<file path="config.mk">
export PLATFORM = sky130hd
export DESIGN_NAME = cond_check_pipe
export DESIGN_NICKNAME = d
export VERILOG_FILES = /design/src/rtl/cond_check_pipe.sv
export SDC_FILE = /design/constraint.sdc
export NUM_CORES = 1
export LEC_CHECK = 0
export BUFFER_PORTS_ARGS = -buffer_cell sky130_fd_sc_hd__buf_2
export CORE_MARGIN = 4
export CORE_UTILIZATION = 44
export CTS_CLUSTER_DIAMETER = 30
export CTS_CLUSTER_SIZE = 14
export DETAILED_ROUTE_END_ITERATION = 16
export GPL_ROUTABILITY_DRIVEN = 1
export HOLD_SLACK_MARGIN = 0.02
export PLACE_DENSITY = 0.83
export SETUP_SLACK_MARGIN = 0.1
export SLEW_MARGIN = 25
export SYNTH_ARGS = -nofsm -noshare
export SYNTH_HDL_FRONTEND = slang
export SYNTH_SLANG_ARGS = --single-unit
</file>
<file path="constraint.sdc">
create_clock -name clk -period 2.05 [get_ports clk]
set_input_delay 0.41 -clock clk [delete_from_list [all_inputs] [get_ports clk]]
set_output_delay 0.41 -clock clk [all_outputs]
set_load 0.05 [all_outputs]
</file>
<file path="src/rtl/cond_check_pipe.sv">
// cond_check_pipe: NZCV flag register plus a LATENCY-stage pipelined ARM
// condition-code evaluator with valid/ready handshakes and a pass-through tag.
//
// Parameters:
//   LATENCY  register stages from acceptance to rsp_valid (1..4)
//   TAG_W    width of the opaque request tag
//   FLAG_FWD 1: evaluate against flags written in the same cycle
//            0: evaluate against registered flags only
//
// Ports (flag vectors ordered [Z,C,N,V], bit3=Z .. bit0=V):
//   clk, rst_n           clock, async active-low reset
//   flags_we/_mask/_in   masked flag write port
//   flags_q              architectural flag register
//   req_valid/_ready     request handshake; req_cond, req_tag payload
//   rsp_valid/_ready     response handshake
//   rsp_taken            condition evaluated true
//   rsp_illegal          condition field was 4'b1111
//   rsp_tag              tag travelling with the response
//
// Build option: define COND_STATS_EN to add saturating taken_cnt and
// not_taken_cnt outputs counting response handshakes.

module cond_check_pipe #(
    parameter int LATENCY  = 1,
    parameter int TAG_W    = 4,
    parameter int FLAG_FWD = 1
) (
    input  logic             clk,
    input  logic             rst_n,
    input  logic             flags_we,
    input  logic [3:0]       flags_mask,
    input  logic [3:0]       flags_in,
    output logic [3:0]       flags_q,
    input  logic             req_valid,
    output logic             req_ready,
    input  logic [3:0]       req_cond,
    input  logic [TAG_W-1:0] req_tag,
    output logic             rsp_valid,
    input  logic             rsp_ready,
    output logic             rsp_taken,
    output logic             rsp_illegal,
    output logic [TAG_W-1:0] rsp_tag
`ifdef COND_STATS_EN
    ,
    output logic [15:0]      taken_cnt,
    output logic [15:0]      not_taken_cnt
`endif
);

    typedef struct packed {
        logic             valid;
        logic             taken;
        logic             illegal;
        logic [TAG_W-1:0] tag;
    } stage_t;

    localparam int LAST = LATENCY - 1;

    // ------------------------------------------------------------------
    // Condition evaluation
    // ------------------------------------------------------------------
    function automatic logic cond_taken(input logic [3:0] cond,
                                        input logic [3:0] f);
        logic z;
        logic c;
        logic n;
        logic v;
        logic res;
        z = f[3];
        c = f[2];
        n = f[1];
        v = f[0];
        res = 1'b0;
        case (cond)
            4'h0: res = z;
            4'h1: res = ~z;
            4'h2: res = c;
            4'h3: res = ~c;
            4'h4: res = n;
            4'h5: res = ~n;
            4'h6: res = v;
            4'h7: res = ~v;
            4'h8: res = c & ~z;
            4'h9: res = ~c | z;
            4'hA: res = (n == v);
            4'hB: res = (n != v);
            4'hC: res = ~z & (n == v);
            4'hD: res = z | (n != v);
            4'hE: res = 1'b1;
            default: res = 1'b0;
        endcase
        return res;
    endfunction

    // ------------------------------------------------------------------
    // Flag register
    // ------------------------------------------------------------------
    logic [3:0] flags_d;
    logic [3:0] flags_eff;

    always_comb begin
        flags_d = flags_q;
        if (flags_we) begin
            flags_d = (flags_q & ~flags_mask) | (flags_in & flags_mask);
        end
    end

    // Forwarding picks the merged value so a request issued alongside
    // a flag write sees the result of that write.
    always_comb begin
        flags_eff = flags_q;
        if (FLAG_FWD != 0) begin
            flags_eff = flags_d;
        end
    end

    // Flags update even while the pipe is frozen; in-flight results
    // were resolved at acceptance and are unaffected.
    always_ff @(posedge clk or negedge rst_n) begin
        if (!rst_n) begin
            flags_q <= 4'b0000;
        end else begin
            flags_q <= flags_d;
        end
    end

    // ------------------------------------------------------------------
    // Pipeline
    // ------------------------------------------------------------------
    stage_t stg_q [LATENCY];
    stage_t stg_d [LATENCY];
    stage_t in_stg;
    logic   stall;
    logic   accept;

    // Whole-pipe freeze: only the output stage decides, so bubbles
    // upstream are intentionally not squeezed out.
    assign stall     = stg_q[LAST].valid & ~rsp_ready;
    assign req_ready = ~stall;
    assign accept    = req_valid & ~stall;

    always_comb begin
        in_stg = '0;
        if (accept) begin
            in_stg.valid   = 1'b1;
            in_stg.taken   = cond_taken(req_cond, flags_eff);
            in_stg.illegal = (req_cond == 4'hF);
            in_stg.tag     = req_tag;
        end
    end

    always_comb begin
        for (int i = 0; i < LATENCY; i++) begin
            stg_d[i] = stg_q[i];
        end
        if (!stall) begin
            stg_d[0] = in_stg;
            for (int i = 1; i < LATENCY; i++) begin
                stg_d[i] = stg_q[i-1];
            end
        end
    end

    always_ff @(posedge clk or negedge rst_n) begin
        if (!rst_n) begin
            for (int i = 0; i < LATENCY; i++) begin
                stg_q[i] <= '0;
            end
        end else begin
            for (int i = 0; i < LATENCY; i++) begin
                stg_q[i] <= stg_d[i];
            end
        end
    end

    assign rsp_valid   = stg_q[LAST].valid;
    assign rsp_taken   = stg_q[LAST].taken;
    assign rsp_illegal = stg_q[LAST].illegal;
    assign rsp_tag     = stg_q[LAST].tag;

`ifdef COND_STATS_EN
    // ------------------------------------------------------------------
    // Saturating response statistics
    // ------------------------------------------------------------------
    logic        rsp_hs;
    logic [15:0] taken_cnt_q;
    logic [15:0] taken_cnt_d;
    logic [15:0] not_taken_cnt_q;
    logic [15:0] not_taken_cnt_d;

    assign rsp_hs = rsp_valid & rsp_ready;

    // Illegal responses carry taken=0 and so land in not_taken_cnt.
    always_comb begin
        taken_cnt_d     = taken_cnt_q;
        not_taken_cnt_d = not_taken_cnt_q;
        if (rsp_hs) begin
            if (rsp_taken) begin
                if (taken_cnt_q != 16'hFFFF) begin
                    taken_cnt_d = taken_cnt_q + 16'd1;
                end
            end else begin
                if (not_taken_cnt_q != 16'hFFFF) begin
                    not_taken_cnt_d = not_taken_cnt_q + 16'd1;
                end
            end
        end
    end

    always_ff @(posedge clk or negedge rst_n) begin
        if (!rst_n) begin
            taken_cnt_q     <= 16'd0;
            not_taken_cnt_q <= 16'd0;
        end else begin
            taken_cnt_q     <= taken_cnt_d;
            not_taken_cnt_q <= not_taken_cnt_d;
        end
    end

    assign taken_cnt     = taken_cnt_q;
    assign not_taken_cnt = not_taken_cnt_q;
`endif

endmodule

</file>
==> results.toml <==
[run_status]
status = "complete, no violations"

[critical_path]
cp-start-kind = "flip-flop"
required_ps = 2180
crit_fanout = 4
cp.arrival_ps = 1780
critPathCaptureType = "flip-flop"
crit_type = "flip-flop to flip-flop"

[clock_tree]
cts_setup_buffers = 0
post_cts_resized = 0
cts_buffers = 3
cts_sinks = 11
cts-root-buf = "clkbuf_4"
clk_path_buf_depth = 2
cts_tree = "yes"
htreeDepth = 1
clk_latency_ps = 270
clk_pin_slew_ps = 70

[synthesis]
synth_edf_count = 0
yosysMostFrequentCell = "nand2_1"
syn_area_um2 = 674
synth_top_area_frac = 0.408
synthTopCellsByCount = "nand2_1, dfrtp_1, nand3_1"
ys_warn_count = 0
ys.flop_type = "dfrtp_1"
ys_seq_area_frac = 0.408
yosys.area.top_type = "dfrtp_1"
ys_seq_elements = 11
synth_nets = 99
ys_top_cells_by_area = "dfrtp_1, nand2_1, nand3_1, a21bo_2, and3_1"
synthArstFlopShare = 1.00
yosys.cell_types.count = 35
synth.avg_cell_area_um2 = 8.65
syn-instance-count = 78

[drt]
dr.pass1.iters = 5
wire_per_inst_um = 14.2
vias = 726
via_per_inst = 5.72
totalWireLength_mm = 1.81
antenna_left = 0
drt_iter0_markers = 10
drc = 0

[timing]
fmax_mhz = 608
tightest_slew_ps = 345
setup_viol = 0
report.final.slew_viol_count = 0
fin_ws_ps = 406
hold_viol = 0
period_minus_slack_ps = 1640
finClkSkew_ps = 3.38
slew_headroom = 0.769
rsz0062_at_grt = "false"
fin_crit_sh = 0.802
tns_ps = 0

[finish]
layout.cells.non_filler = 127
n_antenna_cell = 0
drive_gt1_frac = 0.393
nets = 134
synthToLayoutAreaGrowth_pct = 30.6

[floorplan]
die_h_um = 47.2
row_count = 13
die_w_um = 47.2
start_util = 0.494
die_area_mm2 = 0.00222
fp.coreArea_mm2 = 0.00137
io_pins = 33

[global_routing]
grt_max_degree = 12
first_global_vias = 672
antenna_found_initial = 0
grt_use_met3 = 0.0383
use_met2 = 0.306
grtUsageMet1 = 0.224
top_usage_layer = "met2"
grt-ovfl-total = 0
grt_pass1_wl_mm = 2.83
grt_usage = 0.180

[placement]
dp_hpwl_mm = 1.41
dp_cells = 122
numPortBuffers = 32
gp_congestion = 0.746
pre_cts_slack_ps = 194

[worst_hold_path]
hold_class = "input port to flip-flop"

[power_and_ir_drop]
power_leakage_nw = 0.465
power_density_mw_per_mm2 = 717
peakVddDrop_uv = 448

[job]
cap_viol_max_count = 0
-- layer usage --
| layer | routed length, um | up-vias | share of wire |
|---|---|---|---|
| met5 | 0 | - | 0 |
| met4 | 25 | 0 | 0.014 |
| met3 | 173 | 4 | 0.096 |
| met2 | 888 | 29 | 0.49 |
| met1 | 723 | 333 | 0.40 |
| li1 | - | 360 | - |
-- state kept, by name (all words and copies together) (netlist names) --
register	count
flags_q	4
rsp_illegal	1
rsp_tag	4
rsp_taken	1
rsp_valid	1
-- power breakdown --
part	switching, mW	leakage, nW	internal [mW]
combinational	0.160	0.311	0.0749
sequential	0.00998	0.139	0.237
clock	0.0744	0.0150	0.0753
total	0.244	0.465	0.388
-- per-stage QoR --
stage	cell area, um^2	power (mW)	util	hold slack (ps)
after global routing	881	0.662	0.645	388
final	881	0.632	0.645	376
after global placement	845	0.479	0.618	294
after floorplan	676	0.415	-	114
after CTS	881	0.635	0.645	374
after detailed placement	845	0.484	0.618	295
-- timing repair --
item                                    in CTS  in global routing
hold buffers                                 1                  0
endpoints found under the setup margin       0                  0
endpoints found under the hold margin       11                  0
-- kinds of logic (layout without fill, tap and decap cells) --
group	count (synthesis)	in the layout	synth area share
and+or+nand+nor	37	37	0.289
DFF	11	11	0.408
AOI/OAI and AO/OA	21	21	0.249
buffers and inverters	9	43	0.0538
-- layout make-up --
class                      count  area, um^2
fill                         129         485
multi-input combinational     58         363
sequential                    11         275
timing repair buffer          34         178
clock buffer                   4        26.3
inverter                       5        20.0
tap                           15        18.8
-- cell usage in the layout, fill, tap and decap left out, types with 3 or more instances in the layout --
master | netlist | final
and3_1 | 3 | 3
buf_2 | 2 | 32
clkbuf_4 | 0 | 3
dfrtp_1 | 11 | 11
inv_1 | 4 | 4
nand2_1 | 13 | 13
nand3_1 | 8 | 8
-- final timing paths --
check | startpoint | to | slack [ps] | depth (start not counted)
worst min register to register | rsp_tag[2] | rsp_tag[2] | 470 | 2
max in group asynchronous | rst_n | rsp_illegal | 1310 | 2
worst max-delay path | flags_q[1] | rsp_taken | 410 | 5
min in group asynchronous | rst_n | rsp_taken | 530 | 2
worst max register to register | flags_q[1] | rsp_taken | 410 | 5
worst min-delay path | req_tag[0] | rsp_tag[0] | 380 | 3
-- critical path, cell delays in order, from the launching register on --
cell and delay (ps):
dfrtp_1 380, a21boi_1 160, or3_1 340, and3_1 200, o32ai_1 290, a41oi_1 150
Power figures use the tool's default switching activity.
